`config.mk`:
```
export PLATFORM = sky130hd
export DESIGN_NAME = vga_text_writer
export DESIGN_NICKNAME = d
export VERILOG_FILES = /design/src/rtl/vga_text_writer.sv
export SDC_FILE = /design/constraint.sdc
export NUM_CORES = 1
export LEC_CHECK = 0
export CAP_MARGIN = 10
export CELL_PAD_IN_SITES_DETAIL_PLACEMENT = 1
export CELL_PAD_IN_SITES_GLOBAL_PLACEMENT = 1
export CORE_AREA = 2 2 116 118
export DETAILED_ROUTE_END_ITERATION = 12
export DIE_AREA = 0 0 118 120
export GPL_ROUTABILITY_DRIVEN = 0
export PLACE_DENSITY = 0.89
export RECOVER_POWER = 50
export SLEW_MARGIN = 20
export SYNTH_ARGS = -nofsm -noshare
export SYNTH_HDL_FRONTEND = slang
export SYNTH_SLANG_ARGS = --single-unit
```
`constraint.sdc`:
```
create_clock -name clk -period 3.9 [get_ports clk]
set_clock_uncertainty 0.2 [all_clocks]
set_input_delay 0.585 -clock clk [delete_from_list [all_inputs] [get_ports clk]]
set_output_delay 0.585 -clock clk [all_outputs]
set_load 0.03 [all_outputs]
```
`src/rtl/vga_text_writer.sv`:
```
// Write-side engine for the 40x30 text-mode VRAM: takes character codes over
// valid/ready, writes {color, code} at the cursor, handles CR/LF/BS/FF and scrolls.
module vga_text_writer #(
    parameter int          COLS  = 40,
    parameter int          ROWS  = 30,
    parameter logic [7:0]  BLANK = 8'h20
) (
    input  logic        clk,
    input  logic        rst,
    input  logic [7:0]  char_in,
    input  logic [2:0]  color_in,
    input  logic        char_valid,
    output logic        char_ready,
    output logic [12:0] vram_addr,
    output logic [10:0] vram_din,
    output logic        vram_wen,
    input  logic [10:0] vram_dout,
    output logic [12:0] Cursor,
    output logic        busy
);

    typedef enum logic [2:0] {
        IDLE,
        EXEC,
        SCROLL_RD,
        SCROLL_WR,
        CLEAR_ROW,
        CLEAR_ALL
    } state_t;

    localparam logic [7:0]  CH_BS = 8'h08;
    localparam logic [7:0]  CH_LF = 8'h0A;
    localparam logic [7:0]  CH_FF = 8'h0C;
    localparam logic [7:0]  CH_CR = 8'h0D;

    localparam logic [6:0]  COL_LAST    = 7'(COLS - 1);
    localparam logic [5:0]  ROW_LAST    = 6'(ROWS - 1);
    localparam logic [12:0] COLS13      = 13'(COLS);
    localparam logic [12:0] SCROLL_LAST = 13'((ROWS - 1) * COLS - 1);
    localparam logic [12:0] CLEAR_LAST  = 13'(ROWS * COLS - 1);
    localparam logic [10:0] BLANK_WORD  = {3'b000, BLANK};

    state_t      state;
    logic [5:0]  row_q;
    logic [6:0]  col_q;
    logic [7:0]  code_q;
    logic [12:0] s_q;
    logic [12:0] addr_q;
    logic [10:0] din_q;
    logic        wen_q;

    logic [12:0] cur_addr;
    logic        at_origin;
    logic        need_scroll;

    function automatic logic is_printable(input logic [7:0] c);
        return (c >= 8'h20) && (c <= 8'h7E);
    endfunction

    assign cur_addr    = ({7'd0, row_q} * COLS13) + {6'd0, col_q};
    assign at_origin   = (row_q == 6'd0) && (col_q == 7'd0);
    assign need_scroll = (row_q == ROW_LAST) &&
                         ((is_printable(code_q) && (col_q == COL_LAST)) || (code_q == CH_LF));

    always_ff @(posedge clk) begin
        // NOTE: all state here uses non-blocking assignments so every register
        // samples pre-edge values; later assignments in the block override earlier ones.
        if (rst) begin
            state  <= IDLE;
            row_q  <= '0;
            col_q  <= '0;
            code_q <= '0;
            s_q    <= '0;
            addr_q <= '0;
            din_q  <= '0;
            wen_q  <= 1'b0;
        end else begin
            case (state)
                IDLE: begin
                    wen_q <= 1'b0;
                    if (char_valid) begin
                        code_q <= char_in;
                        state  <= EXEC;
                        // The write is staged at accept so it is on the port during EXEC.
                        if (is_printable(char_in)) begin
                            addr_q <= cur_addr;
                            din_q  <= {color_in, char_in};
                            wen_q  <= 1'b1;
                        end else if ((char_in == CH_BS) && !at_origin) begin
                            addr_q <= cur_addr - 13'd1;
                            din_q  <= BLANK_WORD;
                            wen_q  <= 1'b1;
                        end
                    end
                end

                EXEC: begin
                    wen_q <= 1'b0;
                    state <= IDLE;
                    if (is_printable(code_q)) begin
                        if (col_q == COL_LAST) begin
                            col_q <= '0;
                            if (row_q != ROW_LAST) row_q <= row_q + 6'd1;
                        end else begin
                            col_q <= col_q + 7'd1;
                        end
                    end else begin
                        case (code_q)
                            CH_CR: col_q <= '0;
                            CH_LF: begin
                                col_q <= '0;
                                if (row_q != ROW_LAST) row_q <= row_q + 6'd1;
                            end
                            CH_BS: begin
                                if (col_q != 7'd0) begin
                                    col_q <= col_q - 7'd1;
                                end else if (row_q != 6'd0) begin
                                    row_q <= row_q - 6'd1;
                                    col_q <= COL_LAST;
                                end
                            end
                            CH_FF: begin
                                row_q  <= '0;
                                col_q  <= '0;
                                state  <= CLEAR_ALL;
                                s_q    <= '0;
                                addr_q <= '0;
                                din_q  <= BLANK_WORD;
                                wen_q  <= 1'b1;
                            end
                            default: ;
                        endcase
                    end
                    if (need_scroll) begin
                        state  <= SCROLL_RD;
                        s_q    <= '0;
                        addr_q <= COLS13;
                    end
                end

                SCROLL_RD: begin
                    state  <= SCROLL_WR;
                    addr_q <= s_q;
                    wen_q  <= 1'b1;
                end

                SCROLL_WR: begin
                    s_q <= s_q + 13'd1;
                    if (s_q == SCROLL_LAST) begin
                        state  <= CLEAR_ROW;
                        addr_q <= s_q + 13'd1;
                        din_q  <= BLANK_WORD;
                        wen_q  <= 1'b1;
                    end else begin
                        state  <= SCROLL_RD;
                        addr_q <= s_q + 13'd1 + COLS13;
                        wen_q  <= 1'b0;
                    end
                end

                CLEAR_ROW, CLEAR_ALL: begin
                    if (s_q == CLEAR_LAST) begin
                        state <= IDLE;
                        wen_q <= 1'b0;
                    end else begin
                        s_q    <= s_q + 13'd1;
                        addr_q <= s_q + 13'd1;
                        wen_q  <= 1'b1;
                    end
                end

                default: state <= IDLE;
            endcase
        end
    end

    // Scroll copies pass read data straight through; it arrives during SCROLL_WR.
    assign vram_din   = (state == SCROLL_WR) ? vram_dout : din_q;
    assign vram_addr  = addr_q;
    assign vram_wen   = wen_q;
    assign Cursor     = {row_q, col_q};
    assign char_ready = (state == IDLE) && !rst;
    assign busy       = (state != IDLE);

endmodule

```
==> reports/results.ini <==
[timing]
setup_tns_ns = 0
relSlewSlack = 0.1074
setup_viol = 0
maxSlewViolCount = 0
clock.fmax_mhz = 274.2
worst_pin_slew_ns = 1.333
final.period_utilization = 0.9351
period_needed_ns = 3.647
hold_viol = 0
rsz0062_at_grt = no

[yosys]
yosysUniqueCellTypes = 79
synth_area_leaders = dfxtp_1 24%, nand2_1 6.7%, a21oi_1 5.8%, nor2_1 5.1%, ha_1 4.6%
synthXorXnorAreaFrac = 0.05282
synth_area_um2 = 5164
synth_top_family_by_area = simple AND/OR/NAND/NOR gates
synth-compound-area-share = 0.2680
yosysTopAreaCellShare = 0.2404
yosysWarningCount = 0
synthMuxAreaShare = 0.007754
syn-instance-count = 715
syn_nets = 761
synth_seq_area_share = 0.2404
async_reset_ff_frac = 0
synth_seq_cells = 62
synth_fa_ha_area_frac = 0.05379
avgSynthCellArea_um2 = 7.222
synthFlopType = dfxtp_1
yosys.area_share.simple = 0.3225
yosysTopAreaCell = dfxtp_1
synth_edf_count = 0

[die]
die_area_um2 = 14160
rows = 42
core_area_um2 = 12980
pin_count = 65
die_height_um = 120
die_w_um = 118
start_util = 0.3978

[routing]
detail-route-antenna-nets = 0
drc = 0
drt_iter0_drc = 481
vias = 5839
totalWireLength_mm = 19.11
wire_per_inst_um = 20.27
routed-wl-met3_mm = 1.101
wl_met1_mm = 7.789
drt-pass1-iter-count = 5
vias_per_cell = 6.192
dr_wl_met2_mm = 9.526
top_layer = met4

[critical_path]
cp_slowest_cell = o211ai_1
required_ns = 3.91
crit_path_end_kind = register
critPathMaxFanout = 23
arrival_ns = 3.66
critPathKind = reg2reg
cpPeakStageDelay_ns = 1.11
crit_path_cell_trace = nor2b_1 > nand2_1 > o211ai_1 > nor2_1 > a22oi_1 > nor2_1
worstSetupStartpointType = register
path_common_cell = nor2_1

[clocking]
path_clk_slew_ns = 0.06
clock_path_buffers = 2
cts-htree-levels = 3
tritoncts = yes
cts_made_buffers = 9
clk_latency_ns = 0.35
cts-root-buf = clkbuf_16
clock-sinks = 62

[final_layout]
antennaDiodeCount = 0
finalInstanceArea_um2 = 6252
final_cells = 943
fill_cells = 1652
drive_gt1_frac = 0.06519
syn_to_final_growth_pct = 21.08
final_common_cell = nand2_1
final_cell_mix = 92 x nand2_1, 70 x nor2_1, 62 x dfxtp_1
final_nets = 808

[global_routing]
antenna_found_initial = 0
grt-ovfl-total = 0
grt_pass1_wl_mm = 31.32
grt_pass1_vias = 5990
grt.total_usage = 0.2736
grt_max_degree = 56

[placed_design]
postPlaceCellArea_um2 = 5966
numPortBuffers = 64
dpl.hpwl_mm = 14.19
dp.cells = 927

[job]
max_cap_viol_count = 0

[run_status]
outcome = finished clean

[min_path]
worstHoldPathType = reg2reg

[power]
peakVddDrop_uv = 178.4
power_density_nw_per_um2 = 329.4
total_leakage_power_nw = 2.351

-- cells by family (layout without fill, tap and decap cells) --
kind of cell | count (synthesis) | after routing
xor+xnor | 28 | 28
fa+ha+maj | 21 | 21
flops | 62 | 62
mux | 4 | 4
buf+inv | 72 | 124
compound gates | 201 | 201
simple gates | 327 | 327
-- per-layer routing --
| metal | global-route usage | up-vias |
|---|---|---|
| met5 | 0 | - |
| met4 | 0.1310 | 0 |
| met3 | 0.05846 | 51 |
| met2 | 0.4691 | 209 |
| met1 | 0.3258 | 2855 |
| li1 | - | 2724 |
-- area by class of cell --
class	instances	area, µm²	share of cell area
multi-input combinational	581	3621	0.5791
sequential	62	1241	0.1985
timing repair buffer	81	759.5	0.1215
clock buffer	10	239.0	0.03822
tap	176	220.2	0.03522
inverter	27	101.3	0.01621
clock inverter	6	70.07	0.01121
-- per-stage QoR --
step / util / hold WS (ns) / setup slack, ns / total power, mW
after floorplan: - / 0.2407 / 0.3771 / 1.045
after detailed placement: 0.4596 / 0.2650 / 0.3825 / 1.225
after global placement: 0.4596 / 0.2562 / 0.5930 / 1.206
final: 0.4817 / 0.2706 / 0.2532 / 2.059
after global routing: 0.4817 / 0.2976 / 0.04154 / 2.143
after CTS: 0.4834 / 0.2751 / 0.1817 / 2.072
-- registers in the layout (all words and copies together) (netlist names) --
signal / cells
code_q: 8
col_q: 7
din_q: 11
row_q: 6
s_q: 13
state: 3
vram_addr: 13
vram_wen: 1
-- report_power, final --
group | internal [mW] | switching, mW
registers | 0.664 | 0.0384
clock network | 0.515 | 0.329
logic | 0.199 | 0.315
-- repair_timing --
action	CTS	global route
gates resized for setup	0	1
setup endpoints to repair	0	1
setup buffers	0	0
hold buffers	0	0
-- worst max-delay path: cells and delay by family (launching register included) --
| family | cells | cell delay (ns) |
|---|---|---|
| flip-flops | 1 | 0.84 |
| AO/OA/AOI/OAI | 2 | 1.38 |
| AND/OR/NAND/NOR | 4 | 1.08 |
-- Yosys cell counts (4+ instances only) --
| master | count |
|---|---|
| nor3_1 | 27 |
| dfxtp_1 | 62 |
| a31oi_1 | 9 |
| nand3_1 | 43 |
| o21ai_0 | 31 |
| ha_1 | 19 |
| buf_2 | 4 |
| and3_1 | 7 |
| o21a_1 | 7 |
| a32o_1 | 4 |
| nand3b_1 | 6 |
| xor2_1 | 5 |
| a211oi_1 | 11 |
| xnor2_1 | 21 |
| a21oi_1 | 60 |
| o211ai_1 | 4 |
| o221ai_1 | 4 |
| a22oi_1 | 5 |
| nor4b_1 | 5 |
| a21o_1 | 6 |
| and3b_1 | 4 |
| nand2_1 | 92 |
| or3_1 | 10 |
| o31ai_1 | 4 |
| nand2b_1 | 16 |
| a2111oi_0 | 4 |
| clkbuf_1 | 39 |
| and2_1 | 6 |
| a211o_1 | 4 |
| mux2i_1 | 4 |
| nor2_1 | 70 |
| inv_1 | 27 |
| nor4_1 | 5 |
| nand4_1 | 8 |
-- worst paths after layout --
kind,cells after the start,slack [ns],from,endpoint
max,6,0.25,state[0],s_q[7]
min,2,0.27,din_q[2],din_q[2]
max reg2reg,6,0.25,state[0],s_q[7]
min reg2reg,2,0.27,din_q[2],din_q[2]
Power figures use the tool's default switching activity.
